### src/rtl/div_share_ctrl_if.sv
// Request/response bundle between the two divide requesters and div_share_ctrl.
// Requester 0: integer DIV/DIVU/REM/REMU; requester 1: FPU mantissa divide/sqrt step.
interface div_share_ctrl_if #(
    parameter int unsigned WIDTH = 32
);
    logic [1:0]       req_i;
    logic [WIDTH-1:0] dividend0_i;
    logic [WIDTH-1:0] divisor0_i;
    logic             signed0_i;
    logic             rem0_i;
    logic [WIDTH-1:0] dividend1_i;
    logic [WIDTH-1:0] divisor1_i;
    logic             signed1_i;
    logic             rem1_i;
    logic             flush0_i;
    logic [1:0]       grant_o;
    logic             busy_o;
    logic [1:0]       done_o;
    logic [WIDTH-1:0] result_o;

    modport master (
        output req_i, dividend0_i, divisor0_i, signed0_i, rem0_i,
               dividend1_i, divisor1_i, signed1_i, rem1_i, flush0_i,
        input  grant_o, busy_o, done_o, result_o
    );

    modport slave (
        input  req_i, dividend0_i, divisor0_i, signed0_i, rem0_i,
               dividend1_i, divisor1_i, signed1_i, rem1_i, flush0_i,
        output grant_o, busy_o, done_o, result_o
    );
endinterface

### src/rtl/div_share_ctrl.sv
// Shared iterative radix-2 restoring divider with round-robin arbitration
// between two requesters and RISC-V sign / corner-case handling.
// Optional macro DIV_SHARE_EARLY_OUT_EN: skip the iteration when the divisor
// is zero or its magnitude exceeds the dividend magnitude.
module div_share_ctrl #(
    parameter int unsigned WIDTH = 32,
    parameter int unsigned CNT_W = 6
) (
    input  logic clk_i,
    input  logic reset_i,
    div_share_ctrl_if.slave bus
);
    localparam int unsigned DW = 2 * WIDTH - 1;

    typedef enum logic [1:0] {S_IDLE, S_RUN, S_DONE} state_t;

    state_t           r_state;
    state_t           w_next;
    logic             r_rr;
    logic             r_owner;
    logic             r_rem;
    logic             r_qneg;
    logic             r_rneg;
    logic [CNT_W-1:0] r_cnt;
    logic [DW-1:0]    r_dvs;
    logic [WIDTH-1:0] r_part;
    logic [WIDTH-1:0] r_quot;

    logic [1:0]       w_elig;
    logic [1:0]       w_grant;
    logic             w_accept;
    logic [WIDTH-1:0] w_dvd;
    logic [WIDTH-1:0] w_dvs;
    logic             w_sgn;
    logic             w_rem;
    logic             w_dvd_neg;
    logic             w_dvs_neg;
    logic [WIDTH-1:0] w_dvd_mag;
    logic [WIDTH-1:0] w_dvs_mag;
    logic             w_dvs_zero;
    logic             w_early;
    logic             w_ge;
    logic [WIDTH-1:0] w_sub;
    logic [WIDTH-1:0] w_q;
    logic [WIDTH-1:0] w_r;
    logic [WIDTH-1:0] w_res;
    logic             w_flush_own;

    // Arbitration: a flushed requester 0 is not eligible; ties go to the rr side.
    assign w_elig   = bus.req_i & {1'b1, ~bus.flush0_i};
    assign w_grant  = (w_elig == 2'b11) ? (r_rr ? 2'b10 : 2'b01) : w_elig;
    assign w_accept = (r_state == S_IDLE) && (w_elig != 2'b00);

    // Operand selection and magnitude extraction for the granted requester.
    assign w_dvd      = w_grant[1] ? bus.dividend1_i : bus.dividend0_i;
    assign w_dvs      = w_grant[1] ? bus.divisor1_i  : bus.divisor0_i;
    assign w_sgn      = w_grant[1] ? bus.signed1_i   : bus.signed0_i;
    assign w_rem      = w_grant[1] ? bus.rem1_i      : bus.rem0_i;
    assign w_dvd_neg  = w_sgn & w_dvd[WIDTH-1];
    assign w_dvs_neg  = w_sgn & w_dvs[WIDTH-1];
    assign w_dvd_mag  = w_dvd_neg ? -w_dvd : w_dvd;
    assign w_dvs_mag  = w_dvs_neg ? -w_dvs : w_dvs;
    assign w_dvs_zero = (w_dvs == '0);

`ifdef DIV_SHARE_EARLY_OUT_EN
    assign w_early = w_dvs_zero || (w_dvs_mag > w_dvd_mag);
`else
    assign w_early = 1'b0;
`endif

    // Restoring step: the shifted divisor only fits when its upper half is clear.
    assign w_ge  = (r_dvs[DW-1:WIDTH] == '0) && (r_part >= r_dvs[WIDTH-1:0]);
    assign w_sub = r_part - r_dvs[WIDTH-1:0];

    // Sign correction; /0 and overflow results fall out of the magnitudes directly.
    assign w_q   = r_qneg ? -r_quot : r_quot;
    assign w_r   = r_rneg ? -r_part : r_part;
    assign w_res = r_rem ? w_r : w_q;

    assign w_flush_own = ~r_owner & bus.flush0_i;

    // State register.
    always_ff @(posedge clk_i or posedge reset_i) begin
        if (reset_i) begin
            r_state <= S_IDLE;
        end else begin
            r_state <= w_next;
        end
    end

    // Next-state logic.
    always_comb begin
        w_next = r_state;
        case (r_state)
            S_IDLE: begin
                if (w_elig != 2'b00) begin
                    w_next = w_early ? S_DONE : S_RUN;
                end
            end
            S_RUN: begin
                if (w_flush_own) begin
                    w_next = S_IDLE;
                end else if (r_cnt == '0) begin
                    w_next = S_DONE;
                end
            end
            S_DONE:  w_next = S_IDLE;
            default: w_next = S_IDLE;
        endcase
    end

    // Outputs: combinational grant in IDLE, done pulse and result in DONE.
    always_comb begin
        bus.grant_o  = '0;
        bus.busy_o   = (r_state != S_IDLE);
        bus.done_o   = '0;
        bus.result_o = '0;
        if ((r_state == S_IDLE) && !reset_i) begin
            bus.grant_o = w_grant;
        end
        if ((r_state == S_DONE) && !w_flush_own) begin
            bus.done_o[r_owner] = 1'b1;
            bus.result_o        = w_res;
        end
    end

    // Datapath: capture on acceptance, one restoring step per RUN cycle.
    always_ff @(posedge clk_i or posedge reset_i) begin
        if (reset_i) begin
            r_rr    <= 1'b0;
            r_owner <= 1'b0;
            r_rem   <= 1'b0;
            r_qneg  <= 1'b0;
            r_rneg  <= 1'b0;
            r_cnt   <= '0;
            r_dvs   <= '0;
            r_part  <= '0;
            r_quot  <= '0;
        end else if (w_accept) begin
            r_owner <= w_grant[1];
            r_rem   <= w_rem;
            r_qneg  <= (w_dvd_neg ^ w_dvs_neg) & ~w_dvs_zero;
            r_rneg  <= w_dvd_neg;
            r_cnt   <= CNT_W'(WIDTH - 1);
            r_dvs   <= {w_dvs_mag, {(WIDTH-1){1'b0}}};
            r_part  <= w_dvd_mag;
            r_quot  <= '0;
            if (w_elig == 2'b11) begin
                r_rr <= ~r_rr;
            end
`ifdef DIV_SHARE_EARLY_OUT_EN
            if (w_early) begin
                r_quot <= w_dvs_zero ? '1 : '0;
            end
`endif
        end else if (r_state == S_RUN) begin
            if (w_ge) begin
                r_part <= w_sub;
            end
            r_quot <= {r_quot[WIDTH-2:0], w_ge};
            r_dvs  <= r_dvs >> 1;
            r_cnt  <= r_cnt - 1'b1;
        end
    end
endmodule

### src/flat_wrapper.sv
// flat-port wrapper written by rule: the top's interface ports become plain ports
module div_share_ctrl_flat 
#(
    parameter int unsigned WIDTH = 32,
    parameter int unsigned CNT_W = 6
)
  (clk_i, reset_i, bus_req_i, bus_dividend0_i, bus_divisor0_i, bus_signed0_i, bus_rem0_i, bus_dividend1_i, bus_divisor1_i, bus_signed1_i, bus_rem1_i, bus_flush0_i, bus_grant_o, bus_busy_o, bus_done_o, bus_result_o);
  div_share_ctrl_if #(.WIDTH(WIDTH)) bus_i ();
  input  logic clk_i;
  input  logic reset_i;
  input wire logic [$bits(bus_i.req_i)-1:0] bus_req_i;
  input wire logic [$bits(bus_i.dividend0_i)-1:0] bus_dividend0_i;
  input wire logic [$bits(bus_i.divisor0_i)-1:0] bus_divisor0_i;
  input wire logic [$bits(bus_i.signed0_i)-1:0] bus_signed0_i;
  input wire logic [$bits(bus_i.rem0_i)-1:0] bus_rem0_i;
  input wire logic [$bits(bus_i.dividend1_i)-1:0] bus_dividend1_i;
  input wire logic [$bits(bus_i.divisor1_i)-1:0] bus_divisor1_i;
  input wire logic [$bits(bus_i.signed1_i)-1:0] bus_signed1_i;
  input wire logic [$bits(bus_i.rem1_i)-1:0] bus_rem1_i;
  input wire logic [$bits(bus_i.flush0_i)-1:0] bus_flush0_i;
  output wire logic [$bits(bus_i.grant_o)-1:0] bus_grant_o;
  output wire logic [$bits(bus_i.busy_o)-1:0] bus_busy_o;
  output wire logic [$bits(bus_i.done_o)-1:0] bus_done_o;
  output wire logic [$bits(bus_i.result_o)-1:0] bus_result_o;
  assign bus_i.req_i = bus_req_i;
  assign bus_i.dividend0_i = bus_dividend0_i;
  assign bus_i.divisor0_i = bus_divisor0_i;
  assign bus_i.signed0_i = bus_signed0_i;
  assign bus_i.rem0_i = bus_rem0_i;
  assign bus_i.dividend1_i = bus_dividend1_i;
  assign bus_i.divisor1_i = bus_divisor1_i;
  assign bus_i.signed1_i = bus_signed1_i;
  assign bus_i.rem1_i = bus_rem1_i;
  assign bus_i.flush0_i = bus_flush0_i;
  assign bus_grant_o = bus_i.grant_o;
  assign bus_busy_o = bus_i.busy_o;
  assign bus_done_o = bus_i.done_o;
  assign bus_result_o = bus_i.result_o;
  div_share_ctrl #(.WIDTH(WIDTH), .CNT_W(CNT_W)) u_core (.clk_i(clk_i), .reset_i(reset_i), .bus(bus_i));
endmodule
### config.mk
export PLATFORM = sky130hd
export DESIGN_NAME = div_share_ctrl_flat
export DESIGN_NICKNAME = d
export VERILOG_FILES = /design/src/rtl/div_share_ctrl_if.sv /design/src/rtl/div_share_ctrl.sv /design/src/flat_wrapper.sv
export SDC_FILE = /design/constraint.sdc
export NUM_CORES = 1
export LEC_CHECK = 0
export CORE_MARGIN = 2
export CORE_UTILIZATION = 35
export DETAILED_ROUTE_END_ITERATION = 16
export PLACE_DENSITY_LB_ADDON = 0.05
export SYNTH_ARGS = -nofsm -noshare
export SYNTH_HDL_FRONTEND = slang
export SYNTH_SLANG_ARGS = --single-unit
### constraint.sdc
create_clock -name clk_i -period 5.5 [get_ports clk_i]
set_input_delay 1.375 -clock clk_i [delete_from_list [all_inputs] [get_ports clk_i]]
set_output_delay 1.375 -clock clk_i [all_outputs]
set_load 0.01 [all_outputs]
==> impl_metrics.py, run 1 <==
metrics = {
    "placed_design": {
        "gp_congestion": 0.954,
        "dp_cells": 2119,
        "dpl_cell_area_um2": 14500,
        "dp_hpwl_um": 35300,
        "portBuffers": 173,
    },
    "synthesis": {
        "mappedNetlistArea_um2": 12100,
        "synth_common_cells": "189 x nand2_1, 140 x dfrtp_1, 135 x o21ai_0",
        "yosys.cell_types.count": 72,
        "ys_seq_area_share_pct": 28.8,
        "synth-adder-area-share_pct": 4.08,
        "syn-num-nets": 1729,
        "synth_top_family_by_area": "simple AND/OR/NAND/NOR gates",
        "synth_area_leaders": "dfrtp_1 29%, mux2i_1 7.7%, nand2_1 5.8%",
        "synthFlopType": "dfrtp_1",
        "synth_warnings": 0,
        "synth_xor_area_share_pct": 10.3,
        "async_flop_share_pct": 100,
        "synth_top_area_share_pct": 28.8,
        "syn_area_per_cell_um2": 7.82,
        "syn_inst": 1553,
        "synth_most_common_cell": "nand2_1",
        "ys_ff_latch": 140,
        "synth_enable_flop_cells": 0,
        "yosys.area_share.simple_pct": 23.3,
        "synthMuxAreaShare_pct": 7.94,
        "synth_largest_area_cell": "dfrtp_1",
        "synth_compound_area_share_pct": 20.6,
    },
    "die": {
        "start_util_pct": 35.3,
        "die_w_um": 190,
        "fp.dieH_um": 190,
        "io_pins": 174,
        "core_um2": 34400,
        "num_rows": 68,
        "die_area_um2": 36200,
    },
    "clock_network": {
        "path_clk_slew_ns": 0.06,
        "clk_path_buf_depth": 2,
        "postCtsSetupBuffers": 0,
        "root_buffer": "clkbuf_16",
        "clock-sinks": 140,
        "cts_tree": "yes",
        "cts_buffers": 17,
        "clkLatencyLatePin_ns": 0.44,
        "htree_levels": 4,
    },
    "sta": {
        "skew_ns": 0.0139,
        "maxSlewHeadroom_pct": 22.5,
        "finalSetupTns_ns": 0,
        "worstMarginPinSlew_ns": 1.16,
        "setup_violations": 0,
        "min_period_ns": 5.40,
        "final-max-slew-violation-count": 0,
        "hold_viol_final": 0,
        "fmax_mhz": 185,
        "post-route-period-util_pct": 98.2,
    },
    "worst_hold_path": {
        "hp-class": "reg -> reg",
        "hp-start": "u_core.r_dvs[23]$_DFFE_PP0P_",
        "whs_path_depth": 2,
        "min_to": "u_core.r_dvs[23]$_DFFE_PP0P_",
    },
    "setup_path": {
        "startpoint_type": "register",
        "cp_data_required_time_ns": 4.12,
        "r2r-end": "u_core.r_part[0]$_DFFE_PP0P_",
        "r2r_slack_ns": 0.91,
        "r2r_start": "u_core.r_part[0]$_DFFE_PP0P_",
        "r2r_cells": 14,
        "setup.worst_path.class": "reg -> out",
        "worst-path-max-fanout": 4,
        "arrival_ns": 4.03,
        "cp-end-kind": "output port",
    },
    "global_route": {
        "antenna_found_initial": 1,
        "overflow": 0,
        "grt_use_total_pct": 24.7,
        "grt_pass1_wl_um": 68700,
        "grt_pass1_vias": 11690,
        "grt_max_degree": 93,
    },
    "route": {
        "dr.pass1.iters": 5,
        "via_per_inst": 5.60,
        "drc": 0,
        "vias": 12056,
        "wl_per_cell_um": 20.8,
        "final_antenna_net_count": 0,
        "wl_um": 44700,
        "drtIter0Drc": 981,
    },
    "final_layout": {
        "fin_area_um2": 15000,
        "fin_util_pct": 43.7,
        "drive_gt1_share_pct": 6.01,
        "final_cells": 2152,
        "fin_nets": 1859,
        "synthToLayoutAreaGrowth_pct": 23.8,
    },
    "pwr": {
        "pwr_density_cell_nw_per_um2": 472,
        "ir_drop_mv": 0.288,
        "leakage_nw": 6.24,
    },
    "job": {
        "maxCapViolCount": 0,
    },
    "outcome": {
        "outcome": "finished, final reports clean",
    },
}
## repair_timing
item,in CTS,in global routing
hold buffers,0,0
gates resized for setup,4,4
setup endpoints to repair,3,2
## sequential cells by signal (all words and copies together), names as in the netlist
signal / count
u_core.r_cnt: 6
u_core.r_rr: 1
u_core.r_part: 32
u_core.r_qneg: 1
u_core.r_quot: 32
u_core.r_rneg: 1
u_core.r_owner: 1
u_core.r_rem: 1
u_core.r_dvs: 63
u_core.r_state: 2
## cells by family (layout without fill, tap and decap cells)
logic type	after synthesis	after routing
AND/OR/NAND/NOR	579	579
AO/OA/AOI/OAI	402	402
buffers and inverters	154	297
XOR/XNOR	143	143
flip-flops	140	140
multiplexers	96	96
adder cells (fa/ha/maj)	39	39
other	0	1
## worst max-delay path, stage by stage, from the launching register on
cell,delay (ns)
dfrtp_1,0.38
or4_4,0.54
or3_4,0.35
or3_4,0.40
or3_4,0.35
or3_4,0.34
or4_4,0.47
o41ai_4,0.24
xor2_1,0.18
o22ai_1,0.10
clkdlybuf4s15_1,0.24
## final cells by class
type,instances,area [um^2]
Fill cell,3532,19300
Multi-Input combinational cell,1259,8110
Sequential cell,140,3500
Timing Repair Buffer,212,2070
Tap cell,455,569
Clock buffer,19,443
Inverter,53,204
Clock inverter,13,131
Antenna cell,1,2.50
## routing by layer
layer	wire, um	vias up	track usage, %
li1	-	5897	-
met1	20800	5742	33.6
met2	20700	372	40.5
met3	2300	45	4.14
met4	936	0	6.83
met5	0	-	0
## report_power, final
| group | internal, mW | switching [mW] | total, mW | leakage (nW) |
|---|---|---|---|---|
| logic | 1.62 | 2.52 | 4.14 | 4.17 |
| registers | 1.36 | 0.452 | 1.81 | 1.79 |
| clock network | 0.645 | 0.501 | 1.15 | 0.277 |
## stage by stage
| stage | hold slack (ns) | power [mW] | setup slack [ns] |
|---|---|---|---|
| finish | 0.498 | 7.10 | 0.0976 |
| global route | 0.505 | 7.66 | -0.0320 |
| CTS | 0.487 | 7.11 | 0.0524 |
| detailed placement | 0.478 | 5.92 | 0.264 |
| global placement | 0.463 | 5.91 | 0.284 |
| floorplan | 0.447 | 4.62 | 0.0925 |
## how the worst max path moves through the flow
stage                     cells past startpoint                           end  slack, ns                          from
after floorplan                              18  u_core.r_dvs[57]$_DFFE_PP0P_       0.09                  bus_flush0_i
after global placement                       10              bus_result_o[27]       0.28  u_core.r_part[6]$_DFFE_PP0P_
after detailed placement                     10              bus_result_o[27]       0.26  u_core.r_part[6]$_DFFE_PP0P_
after CTS                                    10              bus_result_o[29]       0.05  u_core.r_part[6]$_DFFE_PP0P_
after global routing                         10              bus_result_o[29]      -0.03  u_core.r_part[6]$_DFFE_PP0P_
final                                        10              bus_result_o[29]        0.1  u_core.r_part[6]$_DFFE_PP0P_
## placed cells by master (no fill, tap or decap), types with 6 or more instances in the layout
master,Yosys,routed
or4_1,17,17
and3_1,12,12
nand4_1,11,11
or2_2,6,6
clkbuf_16,0,17
a211oi_1,32,32
inv_1,52,51
o22ai_1,16,16
nand2_1,189,188
a31oi_1,31,31
o211ai_1,11,11
nor3_1,47,47
nor2b_1,9,8
buf_4,1,35
o21a_1,6,6
inv_6,0,6
or3_1,30,30
a21oi_1,79,79
nand3_1,88,88
a21o_1,12,12
a21boi_0,6,6
xor2_1,68,68
mux2i_1,93,93
clkdlybuf4s50_1,0,170
xnor2_1,75,75
ha_1,38,38
o41ai_1,15,15
nand2b_1,14,13
o21ai_0,135,134
nor2_1,99,97
dfrtp_1,140,140
o31ai_1,28,27
nor4_1,24,24
Note: power is estimated with default switching activity, not from simulation.
==> inputs of run 2 (changes only) <==
--- a/config.mk
+++ b/config.mk
@@ -9,6 +9,8 @@
 export CORE_UTILIZATION = 35
 export DETAILED_ROUTE_END_ITERATION = 16
 export PLACE_DENSITY_LB_ADDON = 0.05
+export RECOVER_POWER = 50
+export SLEW_MARGIN = 40
 export SYNTH_ARGS = -nofsm -noshare
 export SYNTH_HDL_FRONTEND = slang
 export SYNTH_SLANG_ARGS = --single-unit
==> impl_metrics.py, run 2 (synthesis results as in run 1) <==
metrics = {
    "final_layout": {
        "regMostFlops": "u_core.r_dvs",
        "synthToLayoutAreaGrowth_pct": 23.8,
        "final_cell_mix": "188 x nand2_1, 168 x clkdlybuf4s50_1, 138 x dfrtp_1",
        "regArea_um2": 3510,
        "largest_reg_flops": 63,
        "multiInputGateArea_um2": 8110,
        "final_cells": 2152,
        "nFillCells": 3507,
        "fin_nets": 1860,
        "reg_top3": "u_core.r_dvs (63), u_core.r_part (32), u_core.r_quot (32)",
        "fin_util_pct": 43.8,
        "mostFrequentLayoutCell": "nand2_1",
        "drive_gt1_share_pct": 6.13,
    },
    "placed_design": {
        "gp_congestion": 0.954,
        "dp_hpwl_um": 35500,
        "post-place-ws_ns": 0.287,
        "dp_cells": 2120,
        "portBuffers": 173,
    },
    "outcome": {
        "violations": "capacitance limit, slew limit",
        "outcome": "finished, violations left",
    },
    "sta": {
        "min_period_ns": 5.37,
        "hold_viol_final": 0,
        "skew_ns": 0.0135,
        "maxSlewHeadroom_pct": -41.6,
        "worstMarginPinSlew_ns": 2.10,
        "finalWorstSetupSlack_ns": 0.131,
        "post-route-period-util_pct": 97.6,
        "fmax_mhz": 186,
        "rsz0062_at_grt": "yes",
        "setup_violations": 0,
        "final-max-slew-violation-count": 127,
    },
    "die": {
        "die_w_um": 190,
        "die_area_um2": 36200,
        "fp.dieH_um": 190,
        "num_rows": 68,
        "core_um2": 34400,
        "io_pins": 174,
        "start_util_pct": 35.3,
    },
    "clock_network": {
        "root_buffer": "clkbuf_16",
        "cts_hold_buf": 0,
        "path_clk_slew_ns": 0.06,
        "clk_path_buf_depth": 2,
        "htree_levels": 4,
        "postCtsSetupBuffers": 0,
        "cts_buffers": 17,
        "cts_tree": "yes",
        "clock-sinks": 140,
        "clkLatencyLatePin_ns": 0.44,
    },
    "worst_hold_path": {
        "hp-class": "reg -> reg",
    },
    "setup_path": {
        "arrival_ns": 3.99,
        "setup.worst_path.class": "reg -> out",
        "cp-end-kind": "output port",
        "worst-path-max-fanout": 4,
        "startpoint_type": "register",
        "cp_data_required_time_ns": 4.12,
    },
    "route": {
        "vias": 12080,
        "routed-wl-met2_um": 20300,
        "top_layer_used": "met4",
        "final_antenna_net_count": 0,
        "drc": 0,
        "wl_per_cell_um": 20.7,
        "dr_wl_met3_um": 2550,
        "drtIter0Drc": 876,
        "via_per_inst": 5.61,
        "dr.pass1.iters": 5,
        "wl_um": 44600,
        "wl_met1_um": 20400,
    },
    "pwr": {
        "ir_drop_mv": 0.211,
        "leakage_nw": 6.25,
        "pwr_density_cell_nw_per_um2": 476,
        "p_total_mw": 7.15,
    },
    "global_route": {
        "overflow": 0,
        "antenna_found_initial": 1,
        "grt_max_degree": 93,
        "grt_pass1_wl_um": 68700,
        "grt_use_total_pct": 24.7,
        "grt_pass1_vias": 11797,
    },
    "job": {
        "maxCapViolCount": 3,
    },
}
[run 2: timing repair]
item | CTS | global route
pin swaps | 0 | 0
resized for setup | 4 | 5
gates cloned | 0 | 0
endpoints found under the hold margin | 0 | 0
setup endpoints to repair | 3 | 2
[run 2: layer usage]
layer  vias up  track usage (%)
met5         -                0
met4         0             8.59
met3        65             4.45
met2       401             39.7
met1      5720             33.4
li1       5894                -
[run 2: report_power, final]
part / switching, mW / internal (mW) / leakage, nW / total (mW)
sequential: 0.452 / 1.36 / 1.79 / 1.81
combinational: 2.51 / 1.61 / 4.16 / 4.12
clock: 0.482 / 0.743 / 0.298 / 1.22
[run 2: cell type report]
cell class	instances	area share (%)
antenna	1	0.0166
clock buffer	20	3.04
clock inverter	11	1.06
inverter	53	1.35
multi-input combinational	1259	53.9
sequential	140	23.3
tap	455	3.78
timing repair buffer	213	13.5
[run 2: final timing paths]
path                                              start                             to  slack, ns  depth (start not counted)
min reg2reg                 u_core.r_cnt[5]$_DFFE_PP0P_    u_core.r_cnt[5]$_DFFE_PP0P_       0.49                          1
min in group asynchronous                       reset_i        u_core.r_rr$_DFFE_PP0P_       2.03                          2
max reg2reg                u_core.r_part[0]$_DFFE_PP0P_   u_core.r_part[0]$_DFFE_PP0P_       0.88                         14
max in group asynchronous                       reset_i  u_core.r_quot[21]$_DFFE_PP0P_       1.40                          3
max                        u_core.r_part[6]$_DFFE_PP0P_               bus_result_o[27]       0.13                         10
min                         u_core.r_cnt[5]$_DFFE_PP0P_    u_core.r_cnt[5]$_DFFE_PP0P_       0.49                          1
[run 2: worst max-delay path: stages, from the launching register on]
cell	delay [ns]
dfrtp_1	0.38
or4_4	0.54
or3_4	0.35
or3_4	0.40
or3_4	0.35
or3_4	0.34
or4_4	0.47
o21ai_1	0.18
xor2_1	0.17
o22ai_1	0.09
dlygate4sd2_1	0.29
[run 2: through the flow]
| step | hold slack, ns | area [um^2] | setup TNS (ns) |
|---|---|---|---|
| after floorplan | 0.447 | 12100 | 0 |
| after global placement | 0.463 | 14500 | 0 |
| after detailed placement | 0.479 | 14500 | 0 |
| after CTS | 0.487 | 15100 | 0 |
| after global routing | 0.505 | 15000 | -0.0272 |
| final | 0.489 | 15000 | 0 |
==> inputs of run 3 (changes only) <==
--- a/config.mk
+++ b/config.mk
@@ -8,7 +8,8 @@
 export CORE_MARGIN = 2
 export CORE_UTILIZATION = 35
 export DETAILED_ROUTE_END_ITERATION = 16
-export PLACE_DENSITY_LB_ADDON = 0.05
+export GPL_TIMING_DRIVEN = 0
+export PLACE_DENSITY = 0.59
 export RECOVER_POWER = 50
 export SLEW_MARGIN = 40
 export SYNTH_ARGS = -nofsm -noshare
==> impl_metrics.py, run 3 (synthesis results as in run 1) <==
metrics = {
    "pwr": {
        "clkPwrFrac_pct": 17.1,
        "ir_drop_mv": 0.227,
        "swShare_pct": 49.6,
        "p_total_mw": 7.26,
        "intPower_mw": 3.66,
        "combPwrFrac_pct": 58.4,
        "power_frac_seq_pct": 24.6,
        "pwr_density_cell_nw_per_um2": 477,
        "leakage_nw": 6.27,
        "p_sw_mw": 3.60,
    },
    "final_layout": {
        "synthToLayoutAreaGrowth_pct": 25.2,
        "fin_nets": 1922,
        "final_cells": 2214,
        "multiInputGateArea_um2": 8150,
        "drive_gt1_share_pct": 5.12,
        "reg_top3": "u_core.r_dvs (63), u_core.r_part (32), u_core.r_quot (32)",
        "antenna_cells": 0,
        "largest_reg_flops": 63,
        "regArea_um2": 3510,
        "mostFrequentLayoutCell": "nand2_1",
        "regMostFlops": "u_core.r_dvs",
        "final_cell_mix": "188 x nand2_1, 165 x clkdlybuf4s50_1, 137 x dfrtp_1",
        "fin_area_um2": 15200,
        "nFillCells": 3481,
    },
    "route": {
        "wl_per_cell_um": 20.9,
        "via_per_inst": 5.74,
        "final_antenna_net_count": 0,
        "wl_um": 46200,
        "vias": 12716,
        "drc": 0,
        "dr.pass1.iters": 6,
        "drtIter0Drc": 1110,
    },
    "sta": {
        "setup_violations": 1,
        "min_period_ns": 5.52,
        "skew_ns": 0.0184,
        "finalWorstSetupSlack_ns": -0.0189,
        "post-route-period-util_pct": 100,
        "worstMarginPinSlew_ns": 2.74,
        "final-max-slew-violation-count": 73,
        "rsz0062_at_grt": "yes",
        "fmax_mhz": 181,
        "maxSlewHeadroom_pct": -83.2,
        "hold_viol_final": 0,
    },
    "outcome": {
        "outcome": "finished, violations left",
        "violations": "capacitance limit, slew limit, setup timing",
    },
    "worst_hold_path": {
        "hp-class": "reg -> reg",
        "hp-start": "u_core.r_cnt[5]$_DFFE_PP0P_",
        "whs_path_depth": 1,
        "min_to": "u_core.r_cnt[5]$_DFFE_PP0P_",
    },
    "global_route": {
        "antenna_found_initial": 1,
        "grt_max_degree": 73,
        "grt_use_total_pct": 25.5,
        "grt_pass1_vias": 12454,
        "overflow": 0,
        "grt_pass1_wl_um": 71600,
    },
    "setup_path": {
        "crit_buf_inv": 1,
        "crit_top_cell": "or3_4",
        "setup.worst_path.class": "reg -> out",
        "slowest_delay_ns": 0.55,
        "r2r_slack_ns": 0.36,
        "crit_slowest_cell": "or4_4",
        "worst-path-max-fanout": 4,
        "crit_path_cell_trace": "or4_4 -> or3_4 -> or3_4 -> or3_4 -> or3_4 -> or4_4 -> o41ai_4 -> xor2_1 -> o22ai_1 -> buf_2",
        "cp-end-kind": "output port",
        "arrival_ns": 4.14,
        "r2r_cells": 15,
        "cp_data_required_time_ns": 4.12,
        "cp_top_family": "simple AND/OR/NAND/NOR gates",
        "r2r_start": "u_core.r_part[0]$_DFFE_PP0P_",
        "r2r-end": "u_core.r_part[8]$_DFFE_PP0P_",
        "startpoint_type": "register",
    },
    "placed_design": {
        "gp_congestion": 0.944,
        "dp_hpwl_um": 36900,
        "portBuffers": 173,
        "dp_cells": 2182,
        "dpl_cell_area_um2": 14500,
    },
    "die": {
        "num_rows": 68,
        "die_area_um2": 36200,
        "fp.dieH_um": 190,
        "io_pins": 174,
        "start_util_pct": 35.3,
        "die_w_um": 190,
        "core_um2": 34400,
    },
    "clock_network": {
        "clkLatencyLatePin_ns": 0.45,
        "cts_hold_buf": 0,
        "clk_path_buf_depth": 2,
        "root_buffer": "clkbuf_16",
        "cts_buffers": 17,
        "htree_levels": 4,
        "cts_tree": "yes",
        "path_clk_slew_ns": 0.08,
        "clock-sinks": 140,
    },
    "job": {
        "maxCapViolCount": 1,
    },
}
==> run 3: changes by cell type in the layout (fill, tap and decap cells not counted), moves of 3 or more <==
cell             delta
clkbuf_1           +71
buf_4              -26
buf_1              +11
buf_2               +4
clkbuf_4            +4
inv_8               +4
clkdlybuf4s50_1     -3
==> run 3: area by class of cell <==
type	instances	area share (%)
tap	455	3.74
timing repair buffer	178	11.6
multi-input combinational	1259	53.6
buffer	97	2.69
sequential	140	23.1
inverter	53	1.31
clock buffer	17	2.80
clock inverter	15	1.26
==> run 3: worst register-to-register path, cell delays in order (launching register included) <==
cell and delay [ns]:
dfrtp_1 0.42, inv_1 0.12, ha_1 0.17, inv_1 0.05, fa_1 0.43, a211oi_1 0.24, o21ai_0 0.17, a31o_2 0.33
a32o_1 0.35, a211oi_1 0.78, a2111oi_0 0.33, o31ai_1 0.41, buf_2 0.41, clkbuf_1 0.49, o22ai_1 0.16, a21o_1 0.18
==> run 3: worst max-delay path by stage <==
stage / start / depth (start not counted) / endpoint / slack [ns]
2_1_floorplan: bus_flush0_i / 18 / u_core.r_dvs[57]$_DFFE_PP0P_ / 0.09
3_3_place_gp: bus_flush0_i / 19 / u_core.r_dvs[57]$_DFFE_PP0P_ / -2.26
3_5_place_dp: bus_flush0_i / 19 / u_core.r_part[24]$_DFFE_PP0P_ / -2.21
4_1_cts: u_core.r_part[6]$_DFFE_PP0P_ / 10 / bus_result_o[27] / -0.05
5_1_grt: u_core.r_part[6]$_DFFE_PP0P_ / 10 / bus_result_o[29] / -0.07
6_report: u_core.r_part[6]$_DFFE_PP0P_ / 10 / bus_result_o[29] / -0.02
==> run 3: per-stage QoR <==
stage | setup TNS (ns) | utilization [%] | setup slack (ns) | hold WS, ns
after floorplan | 0 | - | 0.0925 | 0.447
after detailed placement | -61.98 | 42.2 | -2.21 | 0.474
after global placement | -318.09 | 42.0 | -2.26 | 0.465
final | -0.0189 | 44.2 | -0.0189 | 0.485
after CTS | -0.106 | 44.2 | -0.0539 | 0.485
after global routing | -0.222 | 44.2 | -0.0687 | 0.514
==> run 3: power by group through the flow <==
stage	combinational, mW	clock [mW]	sequential, mW
after floorplan	2.99	0	1.63
after global placement	4.05	0	1.79
after detailed placement	4.09	0	1.80
after CTS	4.17	1.25	1.77
after global routing	4.68	1.31	1.83
final	4.24	1.24	1.78
==> run 3: timing repair <==
action | in CTS | in global routing
resized for setup | 30 | 14
pin swaps | 3 | 2
endpoints found under the setup margin | 39 | 17
setup buffers | 3 | 1
==> run 3: metal layers <==
layer	vias to the layer above	GRT usage, %	part of all wire (%)
met5	-	0	0
met4	0	8.71	3.1
met3	73	3.75	6.2
met2	489	41.9	46
met1	6138	34.4	44
li1	6016	-	-
